===== src/rtl/cfg_write_arbiter_pkg.sv =====
// rtl/cfg_write_arbiter_pkg.sv - shared address map and port-select types for the config bank
package cfg_write_arbiter_pkg;

    localparam logic [6:0] ADDR_EN_OUT_LO = 7'd0;
    localparam logic [6:0] ADDR_EN_OUT_HI = 7'd1;
    localparam logic [6:0] ADDR_EN_PWM_LO = 7'd2;
    localparam logic [6:0] ADDR_EN_PWM_HI = 7'd3;
    localparam logic [6:0] ADDR_PWM_DUTY  = 7'd4;
    localparam logic [6:0] ADDR_MAX       = 7'd4;

    localparam int NUM_REGS = 5;

    typedef enum logic {
        PORT_A = 1'b0,
        PORT_B = 1'b1
    } port_sel_e;

    // True when the full 7-bit address lands inside the bank
    function automatic logic addr_in_range(input logic [6:0] addr);
        return addr <= ADDR_MAX;
    endfunction

endpackage


===== src/rtl/cfg_write_arbiter_rr_arb2.sv =====
// rtl/cfg_write_arbiter_rr_arb2.sv - two-requester arbiter (round-robin, or fixed priority with CFG_ARB_FIXED_PRIO_EN)
module rr_arb2
    import cfg_write_arbiter_pkg::*;
(
    input  logic clk,
    input  logic rst_n,
    input  logic req_a,
    input  logic req_b,
    output logic gnt_a,
    output logic gnt_b
);

`ifdef CFG_ARB_FIXED_PRIO_EN

    // A always wins; no history is kept
    always_comb begin
        gnt_a = req_a;
        gnt_b = req_b & ~req_a;
    end

`else

    port_sel_e last_grant_q;
    port_sel_e last_grant_d;

    // Contention goes to whichever port did not win last; history moves only on a grant
    always_comb begin
        gnt_a        = req_a & (~req_b | (last_grant_q == PORT_B));
        gnt_b        = req_b & ~gnt_a;
        last_grant_d = last_grant_q;
        if (gnt_a) begin
            last_grant_d = PORT_A;
        end else if (gnt_b) begin
            last_grant_d = PORT_B;
        end
    end

    // History register; resets to B so A wins the first contention
    always_ff @(posedge clk or negedge rst_n) begin
        if (!rst_n) begin
            last_grant_q <= PORT_B;
        end else begin
            last_grant_q <= last_grant_d;
        end
    end

`endif

endmodule


===== src/rtl/cfg_write_arbiter.sv =====
// rtl/cfg_write_arbiter.sv - five-byte config bank with two arbitrated write ports (CFG_ARB_FIXED_PRIO_EN selects fixed priority)
module cfg_write_arbiter
    import cfg_write_arbiter_pkg::*;
(
    input  logic       clk,
    input  logic       rst_n,
    input  logic       a_valid,
    input  logic [6:0] a_addr,
    input  logic [7:0] a_data,
    output logic       a_ready,
    input  logic       b_valid,
    input  logic [6:0] b_addr,
    input  logic [7:0] b_data,
    output logic       b_ready,
    input  logic       err_clr,
    output logic [7:0] en_reg_out_7_0,
    output logic [7:0] en_reg_out_15_8,
    output logic [7:0] en_reg_pwm_7_0,
    output logic [7:0] en_reg_pwm_15_8,
    output logic [7:0] pwm_duty_cycle,
    output logic       commit,
    output logic [2:0] commit_addr,
    output logic       err_addr,
    output logic [7:0] wr_count
);

    logic gnt_a;
    logic gnt_b;

    logic [NUM_REGS-1:0][7:0] bank_q;
    logic [NUM_REGS-1:0][7:0] bank_d;
    logic                     commit_q;
    logic                     commit_d;
    logic [2:0]               commit_addr_q;
    logic [2:0]               commit_addr_d;
    logic                     err_addr_q;
    logic                     err_addr_d;
    logic [7:0]               wr_count_q;
    logic [7:0]               wr_count_d;

    logic       xfer;
    logic [6:0] sel_addr;
    logic [7:0] sel_data;
    logic       wr_en;

    rr_arb2 u_arb (
        .clk   (clk),
        .rst_n (rst_n),
        .req_a (a_valid),
        .req_b (b_valid),
        .gnt_a (gnt_a),
        .gnt_b (gnt_b)
    );

    // Ready follows the grant but is held low while reset is asserted
    always_comb begin
        a_ready = gnt_a & rst_n;
        b_ready = gnt_b & rst_n;
    end

    // Mux the winning request and decide whether it hits the bank or the error flag
    always_comb begin
        xfer     = a_ready | b_ready;
        sel_addr = a_ready ? a_addr : b_addr;
        sel_data = a_ready ? a_data : b_data;
        wr_en    = xfer & addr_in_range(sel_addr);
    end

    // Next-state for the bank, commit strobe, counter and sticky error
    always_comb begin
        bank_d        = bank_q;
        commit_d      = 1'b0;
        commit_addr_d = commit_addr_q;
        err_addr_d    = err_addr_q;
        wr_count_d    = wr_count_q;
        for (int i = 0; i < NUM_REGS; i++) begin
            if (wr_en && (sel_addr == 7'(i))) begin
                bank_d[i] = sel_data;
            end
        end
        if (wr_en) begin
            commit_d      = 1'b1;
            commit_addr_d = sel_addr[2:0];
            wr_count_d    = wr_count_q + 8'd1;
        end
        // A bad write in the same cycle as a clear leaves the flag set
        if (xfer && !wr_en) begin
            err_addr_d = 1'b1;
        end else if (err_clr) begin
            err_addr_d = 1'b0;
        end
    end

    // State registers
    always_ff @(posedge clk or negedge rst_n) begin
        if (!rst_n) begin
            bank_q        <= '0;
            commit_q      <= 1'b0;
            commit_addr_q <= 3'd0;
            err_addr_q    <= 1'b0;
            wr_count_q    <= 8'd0;
        end else begin
            bank_q        <= bank_d;
            commit_q      <= commit_d;
            commit_addr_q <= commit_addr_d;
            err_addr_q    <= err_addr_d;
            wr_count_q    <= wr_count_d;
        end
    end

    // Bank outputs feed the PWM/output stage directly
    always_comb begin
        en_reg_out_7_0  = bank_q[ADDR_EN_OUT_LO[2:0]];
        en_reg_out_15_8 = bank_q[ADDR_EN_OUT_HI[2:0]];
        en_reg_pwm_7_0  = bank_q[ADDR_EN_PWM_LO[2:0]];
        en_reg_pwm_15_8 = bank_q[ADDR_EN_PWM_HI[2:0]];
        pwm_duty_cycle  = bank_q[ADDR_PWM_DUTY[2:0]];
        commit          = commit_q;
        commit_addr     = commit_addr_q;
        err_addr        = err_addr_q;
        wr_count        = wr_count_q;
    end

endmodule


===== config.mk =====
export PLATFORM = sky130hd
export DESIGN_NAME = cfg_write_arbiter
export DESIGN_NICKNAME = d
export VERILOG_FILES = /design/src/rtl/cfg_write_arbiter_pkg.sv /design/src/rtl/cfg_write_arbiter_rr_arb2.sv /design/src/rtl/cfg_write_arbiter.sv
export SDC_FILE = /design/constraint.sdc
export NUM_CORES = 1
export LEC_CHECK = 0
export CAP_MARGIN = 40
export CORE_AREA = 2 2 78 80
export CTS_BUF_LIST = sky130_fd_sc_hd__clkbuf_4 sky130_fd_sc_hd__clkbuf_8 sky130_fd_sc_hd__clkbuf_16
export DETAILED_ROUTE_END_ITERATION = 10
export DIE_AREA = 0 0 80 82
export PLACE_DENSITY = 0.84
export REMOVE_ABC_BUFFERS = 1
export SYNTH_ARGS = -nofsm -noshare
export SYNTH_HDL_FRONTEND = slang
export SYNTH_HIERARCHICAL = 1
export SYNTH_SLANG_ARGS = --single-unit

===== constraint.sdc =====
create_clock -name clk -period 3.2 [get_ports clk]
set_clock_uncertainty 0.2 [all_clocks]
set_input_delay 0.48 -clock clk [delete_from_list [all_inputs] [get_ports clk]]
set_output_delay 0.48 -clock clk [all_outputs]
set_load 0.1 [all_outputs]

==> metrics.sh, run 1 <==
RESULT_OF_THE_RUN='complete, no violations'
FMAX_MHz=343
CRIT_END_ELEMENT='output port'
WORST_HOLD_STARTPOINT='wr_count[7]$_DFFE_PN0P_'
NUMBER_OF_GLOBAL_ROUTE_VIAS_BEFORE_REPAIR=1875
CTS_MADE_BUFFERS=5
CAP_VIOLATIONS=0
SYNTH_ENABLE_FLOP_CELLS=0
GP_CONGESTION=0.793
ROUTE.FINAL.WIRE_LENGTH_MM=5.92
HTREE_NUM_LEVELS=2
FLOORPLAN.IO_PINS=90
SEQUENTIAL_FRACTION_OF_THE_SYNTHESIS_AREA_PCT=55.0
SEQCELLAREA_UM2=1350
TIMING.FINAL.MAX_SLEW_VIOLATIONS=0
DETAILROUTE.VIA_COUNT=1826
INITIAL_UTILIZATION_PCT=42.8
DRT_FIRST_PASS_ITERS=4
WORSTSETUPPATHTYPE='in2out'
DIE-WIDTH_UM=80
STD_CELL_ROWS=28
GRT_PASS1_WL_MM=9.43
SYNTHTOPCELLSBYAREA='dfrtp_1, mux2_2, mux2_4, xor2_1, nor4_4'
POSTROUTEANTENNANETS=0
MOSTFREQUENTLAYOUTCELL='buf_4'
PLACEMENT.SETUP.WORST_SLACK_NS=0.177
POST_SYNTH_NUM_CELL_TYPES=41
WORST-PATH-MAX-FANOUT=44
DETAIL_ROUTE.VIAS_PER_CELL=5.13
CRITPATHARRIVALTIME_NS=2.24
SYNTH_ASYNC_SR_FLOP_SHARE_PCT=100
FINAL-HOLD-VIOLATION-COUNT=0
POSTSYNTHREGISTERBITS=54
REMAINING_DRC_ERRORS=0
DOMINANT_REGISTER_CELL_IN_THE_SYNTHESIZED_NETLIST='dfrtp_1'
DIODES=0
WORST_R2R_ENDPOINT='pwm_duty_cycle[6]$_DFFE_PN0P_'
LAYOUT-DRIVE-GT1-SHARE_PCT=50.9
NETLIST.TOP_CELL.BY_AREA='dfrtp_1'
MIN_DELAY_WORST_ENDPOINT='wr_count[7]$_DFFE_PN0P_'
NUMBER_OF_ANTENNA_VIOLATIONS_AT_THE_FIRST_CHECK_IN_GLOBAL_ROUTING=0
FRACTION_OF_THE_CYCLE_THE_FINAL_WORST_PATH_NEEDS_PCT=91.2
DP_HPWL_MM=4.62
CRITICAL_PATH.STARTPOINT_TYPE='input pin'
COMMONEST_NON_FILL_NON_TAP_CELLS_IN_THE_LAYOUT='buf_4, dfrtp_1, mux2_2'
WORST_SLEW_PIN_SLEW_NS=0.494
WORST_R2R_PATH_DEPTH=8
GRT.TOTAL_USAGE_PCT=19.1
TIMING.FINAL.WS_SETUP_NS=0.283
IO_BUFFERS=89
CTS.CLK_SLEW.WORST_PATHS_NS=0.10
CELL_AT_THE_ROOT_OF_THE_CLOCK_TREE='clkbuf_8'
CRITPATHREQUIREDTIME_NS=2.52
SYNTHCELLS=170
CLOCK_INSERTION_DELAY_WORST_SKEW_NS=0.30
FILLERINSTANCES=499
CTS_TREE='done'
TIMING.SLEW.HEADROOM_PCT=66.9
GRT_MAX_DEGREE=45
RSZ0062_AT_GRT='no'
CORE_AREA_UM2=5750
WORST_IR_DROP_VDD_V=0.000306
WORST_PATH_LARGEST_CELL_DELAY_NS=0.52
CRITICAL_PATH.CELL_CHAIN='dlygate4sd3_1 -> buf_2 -> buf_6 -> and2_1 -> buf_12'
DIE_HEIGHT_UM=82
HOLD_CLASS='reg2reg'
FLOW.AREA_GROWTH_FROM_SYNTHESIS_PCT=44.7
WL_PER_CELL_UM=16.6
CRIT-REG2REG-LAUNCH='u_arb/last_grant_q$_DFFE_PN1P_'
MAX-CLOCK-PATH-BUFFERS=2
WHS_PATH_DEPTH=1
PWR_DENSITY_CELL_nW_PER_UM2=575
DRT_ITER0_DRCS=116
AREA_SHARE_OF_THE_LARGEST_CELL_TYPE_AFTER_SYNTHESIS_PCT=53.9
NETS=316
POWER.STATIC_LEAKAGE_nW=1.80
GRT_OVERFLOW=0
SYN-MEAN-INSTANCE-AREA_UM2=14.5
FINAL.MIN_CLOCK_PERIOD_NS=2.92
CRIT_SLOWEST_CELL='dlygate4sd3_1'
AREA_OF_THE_MULTI_INPUT_GATES_UM2=1070
NETLIST_AREA_UM2=2460
CTS_NUM_SINKS=54
TOTAL_DIE_AREA_UM2=6560
TIMING.SETUP.TNS_NS=0
SETUP_VIOLATIONS=0
REG2REG_SLACK_NS=0.60
CTS.REPAIR_TIMING.SETUP_BUFFER_COUNT=0
YOSYSWARNINGS=6
## synth_stat cells, types with 2 or more instances
| cell type | n |
|---|---|
| nor4_4 | 2 |
| mux2_4 | 8 |
| nand2_1 | 5 |
| inv_1 | 5 |
| nand4b_1 | 2 |
| nor2_1 | 3 |
| dfrtp_1 | 53 |
| mux2_2 | 44 |
| a21oi_1 | 3 |
| nor4_1 | 4 |
| xor2_1 | 7 |
| nor4b_1 | 2 |
| nand3_1 | 3 |
| and2_1 | 2 |
## how the worst max path moves through the flow
stage                                   startpoint                              to  slack [ns]  cells past startpoint
finish                                       rst_n                         b_ready        0.28                      5
global route                                 rst_n                         b_ready        0.13                      5
CTS                                          rst_n                         b_ready        0.09                      5
detailed placement                         a_valid   pwm_duty_cycle[7]$_DFFE_PN0P_        0.18                      8
global placement                           a_valid   pwm_duty_cycle[2]$_DFFE_PN0P_        0.24                      8
floorplan           u_arb/last_grant_q$_DFFE_PN1P_  en_reg_out_15_8[0]$_DFFE_PN0P_        0.04                      7
## flip-flops by register name, indices dropped and copies added (netlist names)
name	flops
pwm_duty_cycle	8
en_reg_out_7_0	8
commit_addr	3
u_arb/last_grant_q	1
en_reg_pwm_7_0	8
en_reg_pwm_15_8	8
err_addr	1
wr_count	8
commit	1
en_reg_out_15_8	8
## final cells by class
type	instances	share of cell area, %
flip-flops and latches	54	38.0
multi-input cells	108	30.1
repair buffers	106	25.5
well taps	75	2.63
clock buffers	5	1.93
clock inverters	3	1.37
inverters	5	0.527
## stage by stage
step                cell area, um2  utilization (%)  hold slack, ns  total power, mW  cells
global route                  3560             62.0           0.301             2.12    356
global placement              3430             59.7           0.219             1.58    347
detailed placement            3430             59.7           0.229             1.59    347
finish                        3560             62.0           0.271             2.05    356
floorplan                     2440                -         -0.0156             1.37    167
CTS                           3560             61.9           0.278             2.07    356
## power breakdown
group,switching [mW],internal (mW)
logic,0.586,0.199
registers,0.0434,0.746
clock network,0.235,0.239
total,0.865,1.18
## critical path: cells and delay by family
kind	cells	cell delay, ns
AND/OR/NAND/NOR	1	0.24
buffers and inverters	4	1.48
## repair_timing
item / CTS / global route
hold endpoints to repair: 11 / 0
endpoints found under the setup margin: 0 / 1
hold buffers: 1 / 0
resized for setup: 0 / 1
## kinds of logic after synthesis
logic type / count (synthesis) / synth area share (%)
buf+inv: 8 / 1.47
simple gates: 32 / 9.61
xor+xnor: 7 / 2.49
flops: 54 / 55.0
mux: 53 / 25.6
compound gates: 15 / 5.39
fa+ha+maj: 1 / 0.508
## routing by layer
layer / track usage (%) / part of all wire (%) / vias to the layer above
li1: - / - / 844
met1: 25.1 / 43 / 899
met2: 31.8 / 49 / 69
met3: 3.52 / 5.7 / 14
met4: 7.12 / 2.1 / 0
met5: 0 / 0 / -
No activity file was read; power rests on OpenSTA's default activity.
==> run 2, diff against run 1 <==
--- a/config.mk
+++ b/config.mk
@@ -12,6 +12,7 @@
 export DIE_AREA = 0 0 80 82
 export PLACE_DENSITY = 0.84
 export REMOVE_ABC_BUFFERS = 1
+export SKIP_LAST_GASP = 1
 export SYNTH_ARGS = -nofsm -noshare
 export SYNTH_HDL_FRONTEND = slang
 export SYNTH_HIERARCHICAL = 1
==> results of run 2 <==
Same layout as run 1: the final DEF is identical, and so are final timing and power.
==> run 3, diff against run 2 <==
--- a/config.mk
+++ b/config.mk
@@ -5,6 +5,7 @@
 export SDC_FILE = /design/constraint.sdc
 export NUM_CORES = 1
 export LEC_CHECK = 0
+export ABC_CLOCK_PERIOD_IN_PS = 3200
 export CAP_MARGIN = 40
 export CORE_AREA = 2 2 78 80
 export CTS_BUF_LIST = sky130_fd_sc_hd__clkbuf_4 sky130_fd_sc_hd__clkbuf_8 sky130_fd_sc_hd__clkbuf_16
==> results of run 3 <==
Same layout as run 1: the final DEF is identical, and so are final timing and power.
==> RTL change 1, RTL diff (flow settings as in run 1) <==
Change the package constant `NUM_REGS` from 5 to 10.
--- a/src/rtl/cfg_write_arbiter_pkg.sv
+++ b/src/rtl/cfg_write_arbiter_pkg.sv
@@ -10,3 +10,3 @@
 
-    localparam int NUM_REGS = 5;
+    localparam int NUM_REGS = 10;
 
Check against the original RTL: equivalent (Yosys induction, for registers that start in step).
==> RTL change 1 against run 1 <==
Cell area is 1.1% lower; non-clock buffer count is 2 lower; synthesized area rose by 1.4%; power fell by 3.6%; routed wire length fell by 3.3%; sequential cell count unchanged; worst setup slack better by 0.12 ns; largest power group is now combinational logic.
==> RTL change 1: results (changes against run 1) <==
Global routing
  – First-pass GRT wire length: 8.97 mm (was 9.43 mm)
  – GRT Overall Usage: 0.182 (was 0.191)
  – Vias in the first global route: 1,816 (was 1,875)
  – Largest net degree at the start of global routing: 42 (was 45)
  – Initial antenna violation count: 0 (unchanged)

Synthesis
  – Synth unique cells: 42 (was 41)
  – Synth warn: 6 (unchanged)
  – Mapped Avg Cell Area: 14.2 sq um (was 14.5 sq um)
  – Sequential-to-total area share from yosys stat: 0.542 (was 0.550)
  – Main area contributors after synthesis: dfrtp_1, mux2_2, mux2_4 (unchanged)
  – Post-synthesis async set-or-reset flop share: 1.00 (unchanged)
  – Commonest cells post-synth: dfrtp_1, mux2_2, mux2_4, xor2_1 (unchanged)

CTS
  – Total CTS buffers: 5 (unchanged)
  – Post-CTS sizing: 0 (unchanged)
  – CTS Hold Buffers Added: 1 (unchanged)
  – CTS clk-pin slew, worst paths: 0.10 ns (about the same)
  – CTS Root Buffer Type: clkbuf_8 (unchanged)
  – Clock latency on the worst-skew pair: about 0.31 ns
  – Setup bufs post-CTS: 0 (unchanged)
  – Clk buf depth: 2 (unchanged)
  – CTS H-tree depth: 2 (unchanged)

Outcome
  – Run status: completed (unchanged)

Power and ir drop
  – Worst vdd ir: 318 uV (was 306 uV)
  – Internal Pwr Total: 1.11 mW (was 1.18 mW)
  – Pleak: 1.81 nW (was 1.80 nW)

Route
  – Via density: 5.01 (was 5.13)
  – Iteration-0 DRC Markers: 61 (was 116)
  – Pre-antenna DRT Iters: 4 (unchanged)
  – Routed WL: 5.73 mm (was 5.92 mm)

Setup path
  – FF-to-FF setup slack: 0.60 ns (about the same)
  – Max FO, Critical Path: 17 (was 44)
  – CP arrival: 2.79 ns (was 2.24 ns)

Final layout
  – Share of layout cells above drive strength 1: 0.491 (was 0.509)
  – Diodes inserted: 0 (unchanged)
  – Final layout net count: 316 (unchanged)
  – Fill cells: 486 (was 499)
  – Post-route non-filler standard cell count: 356 (unchanged)

STA
  – Final setup vio count: 0 (unchanged)
  – Tmin final: 2.80 ns (was 2.92 ns)
  – Worst-margin pin slew: 0.509 ns (was 0.494 ns)

Place
  – Worst Setup Slack post-DPL: 0.182 ns (was 0.177 ns)
  – GPL Wtd Cong: 0.819 (was 0.793)
  – Count of input and output buffers: 89 (unchanged)
  – Final HPWL DP: 4.37 mm (was 4.62 mm)
  – Post-Place Cells: 347 (unchanged)

Worst hold path
  – Hold WC Path Type: flip-flop to flip-flop (unchanged)
-- RTL change 1: power groups by stage --
| stage | Clock (mW) | Combinational (mW) | Sequential [mW] |
|---|---|---|---|
| 6_report | 0.378 | 0.801 | 0.794 |
| 5_1_grt | 0.426 | 0.830 | 0.803 |
| 4_1_cts | 0.391 | 0.807 | 0.795 |
| 3_5_place_dp | 0 | 0.806 | 0.807 |
| 3_3_place_gp | 0 | 0.798 | 0.806 |
| 2_1_floorplan | 0 | 0.131 | 1.26 |
-- RTL change 1: cell type report --
| class | instances | share of cell area |
|---|---|---|
| clock buffer | 5 | 0.0195 |
| clock inverter | 3 | 0.00603 |
| inverter | 5 | 0.00532 |
| multi-input combinational | 110 | 0.307 |
| sequential | 54 | 0.384 |
| tap | 75 | 0.0266 |
| timing repair buffer | 104 | 0.252 |
-- RTL change 1: cells by family (layout without fill, tap and decap cells) --
logic type	count (synthesis)	after routing	synth area share
buffers and inverters	12	117	0.0251
AND/OR/NAND/NOR	35	35	0.0988
XOR/XNOR	7	7	0.0246
AO/OA/AOI/OAI	14	14	0.0406
flip-flops	54	54	0.542
adder cells (fa/ha/maj)	1	1	0.00501
multiplexers	53	53	0.264
-- RTL change 1: final timing paths --
kind,start,endpoint,depth (start not counted)
setup / recovery,rst_n,en_reg_pwm_7_0[0]$_DFFE_PN0P_,8
hold reg to reg,wr_count[7]$_DFFE_PN0P_,wr_count[7]$_DFFE_PN0P_,1
hold / removal,wr_count[7]$_DFFE_PN0P_,wr_count[7]$_DFFE_PN0P_,1
setup reg to reg,u_arb/last_grant_q$_DFFE_PN1P_,en_reg_out_15_8[1]$_DFFE_PN0P_,7
max in group asynchronous,rst_n,u_arb/last_grant_q$_DFFE_PN1P_,3
min in group asynchronous,rst_n,wr_count[0]$_DFFE_PN0P_,3
-- RTL change 1: metal layers --
layer,wire length (um),track usage,vias up
met5,0,0,-
met4,65,0.0458,0
met1,2460,0.233,872
li1,-,-,848
met3,409,0.0527,6
met2,2790,0.305,58
-- RTL change 1: worst max-delay path, stage by stage --
cell and delay (ns):
dlygate4sd3_1 0.54, buf_2 0.18, buf_4 0.26, a21bo_2 0.20
nand2_2 0.09, or4_1 0.53, buf_4 0.21, mux2_4 0.30
-- RTL change 1: metrics by stage --
stage               hold WS, ns  cell area [sq um]  setup TNS [ns]  utilization  power, mW
finish                    0.281               3520               0        0.613       1.97
global route              0.305               3520               0        0.613       2.06
CTS                       0.287               3520               0        0.613       1.99
detailed placement        0.274               3420               0        0.596       1.61
global placement          0.261               3420               0        0.596       1.60
floorplan               -0.0156               2450           -1.71            -       1.39
==> RTL change 2, RTL diff (settings of run 1) <==
Without the edit above. Reset style: synchronous (`rst_n`), changed in 2 clocked blocks.
--- a/src/rtl/cfg_write_arbiter_rr_arb2.sv
+++ b/src/rtl/cfg_write_arbiter_rr_arb2.sv
@@ -38,3 +38,3 @@
     // History register; resets to B so A wins the first contention
-    always_ff @(posedge clk or negedge rst_n) begin
+    always_ff @(posedge clk) begin
         if (!rst_n) begin
--- a/src/rtl/cfg_write_arbiter.sv
+++ b/src/rtl/cfg_write_arbiter.sv
@@ -94,3 +94,3 @@
     // State registers
-    always_ff @(posedge clk or negedge rst_n) begin
+    always_ff @(posedge clk) begin
         if (!rst_n) begin
Behaviour: differs if rst_n is asserted again (counterexample within 4 cycles, from zero or initial values and one cycle with rst_n low); with rst_n held inactive, the same outputs for 10 cycles.
==> RTL change 2 against run 1 <==
Register-to-register slack gained 0.22 ns; worst setup slack better by 0.25 ns; first-iteration DRC count is 19% higher; synthesized area is 0.36% lower; non-clock buffer count shrank 3; sequential cell count unchanged; routed wire length rose by 2.7%; core utilization is 1.7 points lower; count of clock-buffer cells in the layout unchanged; cell area is 2.7% lower; die area did not move; via count rose by 17%; highest routed layer unchanged.
Power is not compared: it rests on default switching activity, and its combinational part moved more than twofold at a synthesized area within 25%.
==> RTL change 2: results (changes against run 1) <==
Place
  – Post-Place Cells: 411 (was 347)
  – Final HPWL DP: 4.51 mm (was 4.62 mm)
  – GPL Wtd Cong: 0.777 (was 0.793)
  – DP Area: 3350 sq um (was 3430 sq um)

Global routing
  – Vias in the first global route: 2,066 (was 1,875)
  – First-pass GRT wire length: 9.73 mm (was 9.43 mm)
  – Largest net degree at the start of global routing: 34 (was 45)
  – Met1 usage: 0.235 (was 0.251)
  – GRT Overall Usage: 0.192 (was 0.191)

STA
  – Worst-margin pin slew: 0.536 ns (was 0.494 ns)
  – Worst Slack Setup Final: 0.533 ns (was 0.283 ns)

Worst hold path
  – Hold EP: pwm_duty_cycle[1]$_SDFFE_PN0P_ (was wr_count[7]$_DFFE_PN0P_)
  – Hold Path Cell Cnt: 2 (was 1)

Route
  – Routed met2 length: 2.92 mm (was 2.89 mm)
  – Met3 routed WL: 469 um (was 340 um)
  – Wire length on met1: 2.56 mm (about the same)

Setup path
  – Max FO, Critical Path: 13 (was 44)
  – CP arrival: 2.65 ns (was 2.24 ns)
  – FF-to-FF setup slack: 0.82 ns (was 0.60 ns)
  – Worst setup path class: primary input to flip-flop (was primary input to output pin)
  – Worst reg2reg path endpoint: en_reg_out_15_8[1]$_SDFFE_PN0P_ (was pwm_duty_cycle[6]$_DFFE_PN0P_)

Synthesis
  – Main area contributors after synthesis: dfxtp_1, mux2i_1, nand2_1 (was dfrtp_1, mux2_2, mux2_4)
  – Commonest cells post-synth: nand2_1, dfxtp_1, mux2i_1, mux2_2 (was dfrtp_1, mux2_2, mux2_4, xor2_1)
  – Sequential-to-total area share from yosys stat: 0.441 (was 0.550)
  – Top FF cell, synth: dfxtp_1 (was dfrtp_1)
  – Mapped Avg Cell Area: 9.89 sq um (was 14.5 sq um)
  – Xor and xnor area share after synthesis: 0 (was 0.0249)

Outcome
  – Run status: completed (unchanged)

Final layout
  – Final layout net count: 379 (was 316)

Power and ir drop
  – Final Power: roughly 1.3 mW
RTL change 2: area by class of cell:
cell class / instances / area [sq um]
tap: 75 / 93.8
clock buffer: 5 / 68.8
timing repair buffer: 103 / 878
fill: 494 / 2280
clock inverter: 3 / 43.8
multi-input combinational: 176 / 1290
inverter: 3 / 11.3
sequential: 54 / 1080
RTL change 2: per-stage QoR:
stage / TNS, ns / util / hold WS, ns
final: 0 / 0.603 / 0.259
after global routing: 0 / 0.603 / 0.289
after CTS: 0 / 0.603 / 0.264
after detailed placement: 0 / 0.584 / 0.248
after global placement: 0 / 0.584 / 0.246
after floorplan: -20.86 / - / 0.286
RTL change 2: critical path: stages:
cell and delay [ns]:
clkdlybuf4s50_1 0.48, a21boi_2 0.19, buf_4 0.23, nand2_4 0.12, mux2i_1 0.18, or4b_1 0.76
mux2i_1 0.20
